<file path="src/rtl/block_ula_mc.sv">
// Multi-cycle ALU with shift-add multiplier and a comparison-flag stack.
// Ports: clk/rst, DATA_IN + OP1/OP2 loads, START/SEL_ULA, CTRL_COMP_POP,
//        ULA_OUT/OVERFLOW_OUT, BUSY/DONE, COMP_TOP/EMPTY/FULL/ERR.
module block_ula_mc #(
  parameter int DATA_WIDTH = 8,
  parameter int COMP_DEPTH = 16
) (
  input  logic                  clk,
  input  logic                  rst,
  input  logic [DATA_WIDTH-1:0] DATA_IN,
  input  logic                  CTRL_REG_OP1,
  input  logic                  CTRL_REG_OP2,
  input  logic                  START,
  input  logic [3:0]            SEL_ULA,
  input  logic                  CTRL_COMP_POP,
  output logic [DATA_WIDTH-1:0] ULA_OUT,
  output logic                  OVERFLOW_OUT,
  output logic                  BUSY,
  output logic                  DONE,
  output logic                  COMP_TOP,
  output logic                  COMP_EMPTY,
  output logic                  COMP_FULL,
  output logic                  COMP_ERR
);

  localparam int W  = DATA_WIDTH;
  localparam int CW = (W > 2) ? $clog2(W) : 1;
  localparam int SW = $clog2(COMP_DEPTH + 1);
  localparam logic [W-1:0]  W_L   = W'(W);
  localparam logic [CW-1:0] LAST  = CW'(W - 1);
  localparam logic [SW-1:0] FULLN = SW'(COMP_DEPTH);

  typedef enum logic [1:0] {
    S_IDLE, S_EXEC, S_MUL, S_DONE
  } state_t;

  state_t state, state_n;

  logic [W-1:0]   op1, op2;
  logic [3:0]     op;
  logic [CW-1:0]  cnt;
  logic [2*W-1:0] prod, mcand, prod_n;
  logic [W-1:0]   mplier;

  logic [COMP_DEPTH-1:0] stk, stk_sh;
  logic [SW-1:0]         scnt;

  logic [W-1:0]   a, b, res;
  logic [W:0]     sum;
  logic [2*W-1:0] wide;
  logic           big, ovf, is_cmp, flag;

  assign a    = op2;
  assign b    = op1;
  assign sum  = {1'b0, a} + {1'b0, b};
  assign wide = {{W{1'b0}}, a} << b;
  assign big  = (b >= W_L);

  assign prod_n = prod + (mplier[0] ? mcand : '0);

  assign BUSY = (state == S_EXEC) || (state == S_MUL);
  assign DONE = (state == S_DONE);

  assign COMP_EMPTY = (scnt == '0);
  assign COMP_FULL  = (scnt == FULLN);
  assign stk_sh     = stk >> (scnt - SW'(1));
  assign COMP_TOP   = COMP_EMPTY ? 1'b0 : stk_sh[0];

  always_ff @(posedge clk) begin
    if (rst) state <= S_IDLE;
    else     state <= state_n;
  end

  always_comb begin
    state_n = state;
    case (state)
      S_IDLE:
        if (START)
          state_n = (SEL_ULA == 4'b0010) ? S_MUL : S_EXEC;
      S_EXEC: state_n = S_DONE;
      S_MUL:  if (cnt == LAST) state_n = S_DONE;
      S_DONE: state_n = S_IDLE;
      default: state_n = S_IDLE;
    endcase
  end

  // Single-cycle ops; comparisons keep ULA_OUT and only yield a flag.
  always_comb begin
    res    = ULA_OUT;
    ovf    = 1'b0;
    is_cmp = 1'b0;
    flag   = 1'b0;
    case (op)
      4'h0: begin res = sum[W-1:0]; ovf = sum[W]; end
      4'h1: begin res = a - b; ovf = (a < b); end
      4'h3: begin
        if (big) begin
          res = '0;
          ovf = |a;
        end else begin
          res = wide[W-1:0];
          ovf = |wide[2*W-1:W];
        end
      end
      4'h4: res = big ? '0 : (a >> b);
      4'h5: res = a | b;
      4'h6: res = a & b;
      4'h7: res = a ^ b;
      4'h8: res = ~b;
      4'h9: begin is_cmp = 1'b1; flag = (a == b); end
      4'hA: begin is_cmp = 1'b1; flag = (a != b); end
      4'hB: begin is_cmp = 1'b1; flag = (a > b);  end
      4'hC: begin is_cmp = 1'b1; flag = (a < b);  end
      4'hD: begin is_cmp = 1'b1; flag = (a >= b); end
      4'hE: begin is_cmp = 1'b1; flag = (a <= b); end
      4'hF: res = '0;
      default: res = ULA_OUT;
    endcase
  end

  always_ff @(posedge clk) begin
    if (rst) begin
      op1          <= '0;
      op2          <= '0;
      op           <= '0;
      cnt          <= '0;
      prod         <= '0;
      mcand        <= '0;
      mplier       <= '0;
      ULA_OUT      <= '0;
      OVERFLOW_OUT <= 1'b0;
      stk          <= '0;
      scnt         <= '0;
      COMP_ERR     <= 1'b0;
    end else begin
      if (!BUSY) begin
        if (CTRL_REG_OP1) op1 <= DATA_IN;
        if (CTRL_REG_OP2) op2 <= DATA_IN;
      end
      case (state)
        S_IDLE: begin
          if (START) begin
            op     <= SEL_ULA;
            cnt    <= '0;
            prod   <= '0;
            mcand  <= {{W{1'b0}}, op2};
            mplier <= op1;
          end
        end
        S_MUL: begin
          prod   <= prod_n;
          mcand  <= mcand << 1;
          mplier <= mplier >> 1;
          cnt    <= cnt + CW'(1);
          if (cnt == LAST) begin
            ULA_OUT      <= prod_n[W-1:0];
            OVERFLOW_OUT <= |prod_n[2*W-1:W];
          end
        end
        S_EXEC: begin
          OVERFLOW_OUT <= ovf;
          if (!is_cmp) ULA_OUT <= res;
        end
        default: ;
      endcase
      // Push happens only from EXEC (BUSY=1), so it never meets a pop.
      if (state == S_EXEC && is_cmp) begin
        if (COMP_FULL) begin
          COMP_ERR <= 1'b1;
        end else begin
          stk  <= (stk & ~(COMP_DEPTH'(1) << scnt))
                | (COMP_DEPTH'(flag) << scnt);
          scnt <= scnt + SW'(1);
        end
      end else if (CTRL_COMP_POP && !BUSY) begin
        if (COMP_EMPTY) COMP_ERR <= 1'b1;
        else            scnt <= scnt - SW'(1);
      end
    end
  end

endmodule

</file>
<file path="config.mk">
export PLATFORM = sky130hd
export DESIGN_NAME = block_ula_mc
export DESIGN_NICKNAME = d
export VERILOG_FILES = /design/src/rtl/block_ula_mc.sv
export SDC_FILE = /design/constraint.sdc
export NUM_CORES = 1
export LEC_CHECK = 0
export BUFFER_PORTS_ARGS = -buffer_cell sky130_fd_sc_hd__clkbuf_2
export CAP_MARGIN = 5
export CORE_UTILIZATION = 55
export DETAILED_ROUTE_END_ITERATION = 8
export GPL_TIMING_DRIVEN = 0
export PLACE_DENSITY = 0.73
export SETUP_SLACK_MARGIN = 0.4
export SLEW_MARGIN = 40
export SYNTH_ARGS = -nofsm -noshare
export SYNTH_HDL_FRONTEND = slang
export SYNTH_SLANG_ARGS = --single-unit
</file>
<file path="constraint.sdc">
create_clock -name clk -period 5.8 [get_ports clk]
set_clock_uncertainty 0.2 [all_clocks]
set_input_delay 0 -clock clk [delete_from_list [all_inputs] [get_ports clk]]
set_output_delay 0 -clock clk [all_outputs]
set_load 0.01 [all_outputs]
</file>
==> flow_metrics.tcl, run 1 <==
set metrics [dict create \
    critPathRequiredTime_ns 5.83 \
    r2r_cells 12 \
    dp.final_hpwl_um 15630 \
    r2r-end "OVERFLOW_OUT" \
    antenna_cells 0 \
    fin_crit_sh_pct 68.06 \
    synth_area_um2 6999 \
    vdd_drop_max_uv 193.5 \
    critical_path_arrival_ns 3.98 \
    relSlewSlack_pct 46.23 \
    place_congestion 1.055 \
    final_common_cell "nor2_1" \
    finalSetupTns_ns 0 \
    synth_edf_count 0 \
    final-setup-viol-count 0 \
    timing.final.ws_setup_ns 1.853 \
    p_per_area_nw_per_um2 429.2 \
    cp_cell_sequence "clkbuf_1 -> and2_1 -> ha_1 -> fa_1 -> a21o_1 -> a221oi_2 -> a21oi_2 -> o41ai_2 -> xnor2_1 -> or4_1 -> nor4_1 -> o41ai_1" \
    synth_async_sr_flop_share_pct 0 \
    die_w_um 114.8 \
    netlist_instances 881 \
    ys_seq_area_share_pct 27.46 \
    numCtsBuffers 9 \
    pre_cts_ws_ns 1.874 \
    clock_latency_ns 0.36 \
    cap_viol_max_count 0 \
    h-tree-depth 3 \
    p_comb_share_pct 54.1 \
    clockRootBuffer "clkbuf_16" \
    ant_nets 0 \
    syn_nets 955 \
    area_delta_synth_final_pct 12.12 \
    io_pins 33 \
    rsz0062_at_grt "false" \
    swShare_pct 47.02 \
    synth-main-ff-cell "dfxtp_1" \
    period_needed_ns 3.947 \
    track_usage_pct 32.35 \
    hold_depth 5 \
    viasPerCell 6.119 \
    grt_pass1_vias 6179 \
    setup.worst_path.end_class "flop" \
    drt_iter0_drc 662 \
    num_vias 6817 \
    holdPathEnd "scnt[0]" \
    crit_family "compound AO/OA/AOI/OAI gates" \
    hold_start "CTRL_COMP_POP" \
    p_int_mw 1.785 \
    cts_tree "built" \
    cp_max_fo 10 \
    path_buf_inv 1 \
    die_h_um 114.8 \
    startpoint_type "flop" \
    grt_first_pass_wirelength_um 32680 \
    slowest_delay_ns 0.48 \
    crit_slowest_cell "or4_1" \
    leakage_nw 3.006 \
    rows 40 \
    grt_max_degree 18 \
    ys_ff_latch 96 \
    reg2reg_from "mplier[0]" \
    layout_common_cells "nor2_1 (116), dfxtp_1 (96), nand2_1 (69), a21oi_1 (61), ha_1 (53)" \
    hold_class "in -> reg" \
    pwr-share-clk_pct 18.6 \
    critPathKind "reg -> reg" \
    cts_max_path_buffers 2 \
    ys_types 77 \
    io_buffers 32 \
    seqPwrFrac_pct 27.3 \
    wirelength_um 20890 \
    syn_area_per_cell_um2 7.945 \
    fin_nets 1015 \
    ys_warn_count 0 \
    antenna_found_initial 0 \
    core_region_area_um2 12210 \
    clock-sinks 96 \
    routedWlPerCell_um 18.75 \
    status "finished clean" \
    r2r_setup_slack_ns 1.85 \
    dieArea_um2 13180 \
    gr-total-overflow 0 \
    slew_viol_final 0 \
    clk_pin_slew_ns 0.07 \
    clock.fmax_mhz 253.3 \
    initial_core_util_pct 57.32 \
    cts_setup_buffers 0 \
    first_pass_iters 7 \
    drive_gt1_share_pct 8.879 \
    worst_pin_slew_ns 0.7862 \
    fill_cells 1129 \
    p_switching_mw 1.584 \
    drc 0 \
    hold_viol_final 0 \
]
==> worst max-delay path by stage <==
| stage | startpoint | to | slack (ns) | depth (start not counted) |
|---|---|---|---|---|
| 2_1_floorplan | mplier[0] | OVERFLOW_OUT | 2.43 | 12 |
| 3_3_place_gp | mplier[0] | OVERFLOW_OUT | 1.94 | 12 |
| 3_5_place_dp | mplier[0] | OVERFLOW_OUT | 1.87 | 12 |
| 4_1_cts | mplier[0] | OVERFLOW_OUT | 1.85 | 12 |
| 5_1_grt | mplier[0] | OVERFLOW_OUT | 1.68 | 12 |
| 6_report | mplier[0] | OVERFLOW_OUT | 1.85 | 12 |
==> registers in the layout (all words and copies together), names as in the netlist <==
name and cells:
op 4, COMP_ERR 1, OVERFLOW_OUT 1, ULA_OUT 8
prod 16, state 2, scnt 5, cnt 3
mplier 8, mcand 16, stk 16, b 8
a 8
==> tightest hold or removal path: cells and delay by family <==
family / cells / cell delay [ns]
buffers and inverters: 1 / 0.08
AND/OR/NAND/NOR: 2 / 0.12
AO/OA/AOI/OAI: 1 / 0.18
XOR/XNOR: 1 / 0.16
==> routing by layer <==
layer  GRT usage (%)  share of wire, %  routed length [um]  vias to the layer above
li1                -                 -                   -                     3300
met1           42.48                43                9072                     3156
met2           52.32                46                9542                      309
met3           5.693               7.5                1564                       52
met4           14.20               3.4                 711                        0
met5               0                 0                   0                        -
==> per-stage QoR <==
step	hold slack [ns]	util (%)	area (um2)	std cells	power, mW
2_1_floorplan	-0.06131	-	6999	881	2.189
3_3_place_gp	0.04279	60.35	7370	1081	2.682
3_5_place_dp	0.04836	60.35	7370	1081	2.694
4_1_cts	0.007477	64.22	7843	1114	3.332
5_1_grt	0.07887	64.26	7848	1114	3.570
6_report	0.01618	64.26	7848	1114	3.368
==> synthesized netlist by cell type, drive strengths merged (7+ instances only) <==
cell type  number  area (um2)
dfxtp          96        1922
nor3           14       70.07
o21ai          51       255.2
xor2            8       70.07
mux2i          41       410.4
nor2          118       457.9
nand2b         10       62.56
a21o            7       52.55
nand2          69       259.0
nor4            9       56.30
buf            11       51.30
a21oi          63       322.8
inv            39       146.4
o21a            8       61.31
o221ai          7       61.31
ha             53       663.1
nand3          29       145.1
xnor2          14       122.6
a211oi         21       157.7
a22oi          29       217.7
o22ai           8       50.05
mux4           10       225.2
a31oi           7       43.79
clkbuf         46       203.9
and2           23       146.4
==> layout make-up <==
class	count	area, um2	share of cell area, %
Multi-Input combinational cell	688	4677	59.60
Sequential cell	96	1922	24.49
Timing Repair Buffer	49	330.3	4.209
Buffer	57	255.2	3.253
Clock buffer	9	225.2	2.870
Tap cell	168	210.2	2.679
Inverter	40	150.1	1.913
Clock inverter	7	77.57	0.9885
==> what timing repair did <==
item                                   in CTS  in global routing
setup endpoints to repair                   0                  0
resized for setup                           0                  0
hold buffers                               17                  0
endpoints found under the hold margin      28                  0
==> power by group through the flow <==
stage / clock network, mW / registers [mW] / logic, mW
after global routing: 0.654 / 0.937 / 1.98
final: 0.625 / 0.921 / 1.82
after floorplan: 0 / 0.895 / 1.29
after global placement: 0 / 0.928 / 1.75
after CTS: 0.629 / 0.916 / 1.79
after detailed placement: 0 / 0.932 / 1.76
==> kinds of logic (layout without fill, tap and decap cells) <==
family | Yosys count | count (layout) | synth area share [%]
AND/OR/NAND/NOR | 307 | 307 | 20.59
AO/OA/AOI/OAI | 250 | 250 | 23.67
buffers and inverters | 97 | 162 | 5.792
flip-flops | 96 | 96 | 27.46
adder cells (fa/ha/maj) | 56 | 56 | 10.33
multiplexers | 53 | 53 | 9.403
XOR/XNOR | 22 | 22 | 2.753
(Power assumes the default switching activity.)
==> inputs of run 2 (changes only) <==
--- a/config.mk
+++ b/config.mk
@@ -10,7 +10,7 @@
 export CORE_UTILIZATION = 55
 export DETAILED_ROUTE_END_ITERATION = 8
 export GPL_TIMING_DRIVEN = 0
-export PLACE_DENSITY = 0.73
+export PLACE_DENSITY = 0.75
 export SETUP_SLACK_MARGIN = 0.4
 export SLEW_MARGIN = 40
 export SYNTH_ARGS = -nofsm -noshare
==> constraint.sdc (replaced) <==
create_clock -name clk -period 3.4 [get_ports clk]
set_clock_uncertainty 0.2 [all_clocks]
set_input_delay 0 -clock clk [delete_from_list [all_inputs] [get_ports clk]]
set_output_delay 0 -clock clk [all_outputs]
set_load 0.01 [all_outputs]
==> flow_metrics.tcl, run 2 (same netlist as run 1, synthesis figures left out) <==
set metrics [dict create \
    grt_pass1_vias 6591 \
    clock.fmax_mhz 308.3 \
    h-tree-depth 3 \
    grt_max_degree 19 \
    p_per_area_nw_per_um2 718.2 \
    leakage_nw 3.218 \
    slew_viol_final 0 \
    startpoint_type "flop" \
    rsz0062_at_grt "true" \
    ant_nets 0 \
    top_regs "mcand (16), prod (16), stk (16)" \
    setup.worst_path.end_class "flop" \
    drc 0 \
    crit_family "simple AND/OR/NAND/NOR gates" \
    dieArea_um2 13180 \
    cts_tree "built" \
    antenna_found_initial 0 \
    holdWs_ns 0.07276 \
    pre_cts_ws_ns -0.2713 \
    die_w_um 114.8 \
    io_buffers 32 \
    layout_common_cells "nor2_1 (116), dfxtp_1 (82), nand2_1 (69), a21oi_1 (58), ha_1 (49)" \
    status "finished clean" \
    vdd_drop_max_uv 573.0 \
    cap_viol_max_count 0 \
    numCtsBuffers 9 \
    core_region_area_um2 12210 \
    place_congestion 0.9636 \
    path_buf_inv 1 \
    timing.final.ws_setup_ns 0.1569 \
    relSlewSlack_pct 53.75 \
    critPathRequiredTime_ns 3.45 \
    track_usage_pct 34.05 \
    clock-sinks 96 \
    final-setup-viol-count 0 \
    initial_core_util_pct 57.32 \
    rows 40 \
    routedWlPerCell_um 18.93 \
    gr-total-overflow 0 \
    first_pass_iters 7 \
    area_delta_synth_final_pct 19.54 \
    drt_iter0_drc 931 \
    fin_nets 1038 \
    critPathKind "reg -> reg" \
    num_vias 7095 \
    fill_cells 1055 \
    worst_pin_slew_ns 0.6938 \
    cp_common_cell "or4_4" \
    antenna_cells 0 \
    slowest_delay_ns 0.58 \
    drive_gt1_share_pct 16.92 \
    clock_latency_ns 0.37 \
    clockRootBuffer "clkbuf_16" \
    crit_slowest_cell "or4_4" \
    wirelength_um 21530 \
    viasPerCell 6.240 \
    critical_path_arrival_ns 3.29 \
    cp_cell_sequence "buf_8 -> and2_1 -> ha_1 -> o211ai_1 -> o211a_1 -> or4_4 -> nand2_1 -> nor2_4 -> or4_4 -> nor4_2 -> o41ai_1" \
    period_needed_ns 3.243 \
    grt_first_pass_wirelength_um 34430 \
    clk_pin_slew_ns 0.07 \
    cts_max_path_buffers 2 \
    hold_viol_final 0 \
    die_h_um 114.8 \
    fin_crit_sh_pct 95.38 \
    hold_class "in -> reg" \
    dp.final_hpwl_um 15400 \
    final_common_cell "nor2_1" \
    cp_max_fo 8 \
    io_pins 33 \
]
run 2: power by group:
group	internal (mW)	switching [mW]	total [mW]	leakage, nW
clock network	0.536	0.494	1.03	0.148
registers	1.36	0.229	1.59	0.788
logic	1.30	2.08	3.39	2.28
total	3.20	2.81	6.01	3.22
run 2: cell type report:
| type | instances | area, um2 | share of cell area [%] |
|---|---|---|---|
| Multi-Input combinational cell | 688 | 4873 | 58.25 |
| Buffer | 57 | 350.3 | 4.187 |
| Clock inverter | 6 | 57.56 | 0.6879 |
| Inverter | 40 | 157.7 | 1.884 |
| Sequential cell | 96 | 1952 | 23.33 |
| Timing Repair Buffer | 72 | 526.8 | 6.296 |
| Clock buffer | 10 | 239.0 | 2.856 |
| Tap cell | 168 | 210.2 | 2.512 |
run 2: what timing repair did:
item | CTS | global route
hold buffers | 21 | 1
setup buffers | 10 | 8
cloned | 0 | 0
endpoints found under the hold margin | 28 | 1
setup endpoints to repair | 25 | 26
gates resized for setup | 62 | 41
pin swaps | 3 | 21
run 2: stage by stage:
stage | util, % | cells | instance area (um2) | power (mW) | TNS (ns)
6_report | 68.51 | 1137 | 8367 | 6.009 | 0
4_1_cts | 66.96 | 1128 | 8177 | 5.804 | 0
3_3_place_gp | 60.41 | 1081 | 7377 | 4.556 | -4.409
5_1_grt | 68.51 | 1137 | 8367 | 6.381 | 0
2_1_floorplan | - | 881 | 7007 | 3.736 | 0
3_5_place_dp | 60.41 | 1081 | 7377 | 4.582 | -4.099
run 2: worst paths after layout:
check | start | end | slack (ns) | cells past startpoint
max | mplier[0] | OVERFLOW_OUT | 0.16 | 11
min | CTRL_REG_OP2 | a[4] | 0.07 | 6
min reg2reg | stk[2] | stk[2] | 0.27 | 2
max reg2reg | mplier[0] | OVERFLOW_OUT | 0.16 | 11
run 2: routing by layer:
layer / up-vias / track usage (%) / routed length [um]
met3: 58 / 5.113 / 2001
met1: 3300 / 48.09 / 9324
met5: - / 0 / 0
met2: 382 / 51.27 / 9437
li1: 3355 / - / -
met4: 0 / 15.67 / 763
run 2: worst register-to-register path: stages, from the launching register on:
cell	delay [ns]
dfxtp_4	0.36
buf_8	0.13
and2_1	0.14
ha_1	0.35
o211ai_1	0.13
o211a_1	0.25
or4_4	0.58
nand2_1	0.14
nor2_4	0.05
or4_4	0.52
nor4_2	0.17
o41ai_1	0.11
==> inputs of run 3 (changes only) <==
--- a/config.mk
+++ b/config.mk
@@ -10,6 +10,7 @@
 export CORE_UTILIZATION = 55
 export DETAILED_ROUTE_END_ITERATION = 8
 export GPL_TIMING_DRIVEN = 0
+export HOLD_SLACK_MARGIN = 0.12
 export PLACE_DENSITY = 0.75
 export SETUP_SLACK_MARGIN = 0.4
 export SLEW_MARGIN = 40
==> flow_metrics.tcl, run 3 (same netlist as run 1, synthesis figures left out) <==
set metrics [dict create \
    leakage_nw 3.233 \
    startpoint_type "flop" \
    numCtsBuffers 9 \
    clock-sinks 96 \
    io_pins 33 \
    clockRootBuffer "clkbuf_16" \
    p_per_area_nw_per_um2 720.8 \
    final-setup-viol-count 0 \
    top_regs "mcand (16), prod (16), stk (16)" \
    viasPerCell 6.205 \
    layout_common_cells "nor2_1 (116), dfxtp_1 (82), nand2_1 (69), a21oi_1 (58), ha_1 (49)" \
    cp_max_fo 8 \
    holdWs_ns 0.1427 \
    clk_pin_slew_ns 0.07 \
    core_region_area_um2 12210 \
    critical_path_arrival_ns 3.30 \
    io_buffers 32 \
    fin_crit_sh_pct 95.60 \
    drive_gt1_share_pct 17.06 \
    gr-total-overflow 0 \
    area_delta_synth_final_pct 20.24 \
    dp_cells 1081 \
    dieArea_um2 13180 \
    vdd_drop_max_uv 571.5 \
    fin_cells 1141 \
    period_needed_ns 3.250 \
    grt_pass1_vias 6685 \
    die_h_um 114.8 \
    rows 40 \
    finalSetupTns_ns 0 \
    dp.final_hpwl_um 15400 \
    ant_nets 0 \
    place_congestion 0.9636 \
    hold_class "in -> reg" \
    grt_max_degree 19 \
    cts_tree "built" \
    clock_latency_ns 0.37 \
    critPathRequiredTime_ns 3.45 \
    antenna_cells 0 \
    cap_viol_max_count 0 \
    fin_nets 1042 \
    first_pass_iters 5 \
    final_common_cell "nor2_1" \
    rsz0062_at_grt "true" \
    h-tree-depth 3 \
    wirelength_um 21880 \
    critPathKind "reg -> reg" \
    num_vias 7080 \
    relSlewSlack_pct 48.06 \
    worst_pin_slew_ns 0.7594 \
    drt_iter0_drc 980 \
    routedWlPerCell_um 19.18 \
    drc 0 \
    grt_first_pass_wirelength_um 34850 \
    seq_area_um2 1952 \
    initial_core_util_pct 57.32 \
    slew_viol_final 0 \
    setup.worst_path.end_class "flop" \
    cts_max_path_buffers 2 \
    clock.fmax_mhz 307.7 \
    antenna_found_initial 0 \
    die_w_um 114.8 \
    hold_viol_final 0 \
    multi_input_area_um2 4878 \
    track_usage_pct 34.51 \
    fill_cells 1043 \
    status "finished clean" \
]
## run 3: changes by cell type in the layout (fill, tap and decap cells not counted)
cell	change
a211oi_1	-1
a211oi_2	+1
buf_4	-1
buf_8	-1
clkbuf_1	-2
clkbuf_2	+2
clkbuf_8	+1
dlygate4sd3_1	+5
## run 3: metal layers
layer / wire, um / GRT usage [%] / up-vias
met5: 0 / 0 / -
met4: 821 / 15.58 / 0
met3: 1865 / 5.377 / 67
met2: 9626 / 52.48 / 356
met1: 9565 / 48.29 / 3293
li1: - / - / 3364
## run 3: worst paths after layout
check / from / endpoint / slack, ns / cells after the start
setup reg to reg: mplier[0] / OVERFLOW_OUT / 0.15 / 11
setup / recovery: mplier[0] / OVERFLOW_OUT / 0.15 / 11
hold reg to reg: stk[2] / stk[2] / 0.27 / 2
hold / removal: CTRL_REG_OP1 / b[4] / 0.14 / 5
## run 3: where the power goes
group / leakage (nW) / internal, mW / switching, mW / total (mW)
Clock: 0.148 / 0.536 / 0.499 / 1.03
Sequential: 0.788 / 1.36 / 0.231 / 1.59
Combinational: 2.30 / 1.33 / 2.11 / 3.44
Total: 3.23 / 3.23 / 2.84 / 6.07
## run 3: critical path: stages, from the launching register on
cell	delay [ns]
dfxtp_4	0.36
buf_8	0.13
and2_1	0.13
ha_1	0.37
o211ai_1	0.13
o211a_1	0.25
or4_4	0.58
nand2_1	0.14
nor2_4	0.05
or4_4	0.52
nor4_2	0.17
o41ai_1	0.11
## run 3: metrics by stage
step                area, um2  setup WS (ns)  util (%)  power, mW
floorplan                7007         0.2682         -      3.736
global placement         7377        -0.2907     60.41      4.556
detailed placement       7377        -0.2713     60.41      4.582
CTS                      8237         0.1774     67.45      5.838
global route             8416        0.04656     68.91      6.430
finish                   8416         0.1497     68.91      6.066
## run 3: what timing repair did
| item | CTS | global route |
|---|---|---|
| endpoints found under the hold margin | 47 | 0 |
| resized for setup | 62 | 45 |
| setup endpoints to repair | 25 | 31 |
| pin swaps | 3 | 21 |
| buffers inserted | 10 | 7 |
| hold buffers | 27 | 0 |
| gates cloned | 0 | 0 |
## run 3: layout make-up
| type | instances | share of cell area [%] |
|---|---|---|
| plain buffers | 57 | 4.178 |
| clock buffers | 10 | 2.840 |
| clock inverters | 6 | 0.6839 |
| inverters | 40 | 1.873 |
| multi-input cells | 688 | 57.97 |
| flip-flops and latches | 96 | 23.19 |
| well taps | 168 | 2.498 |
| repair buffers | 76 | 6.765 |
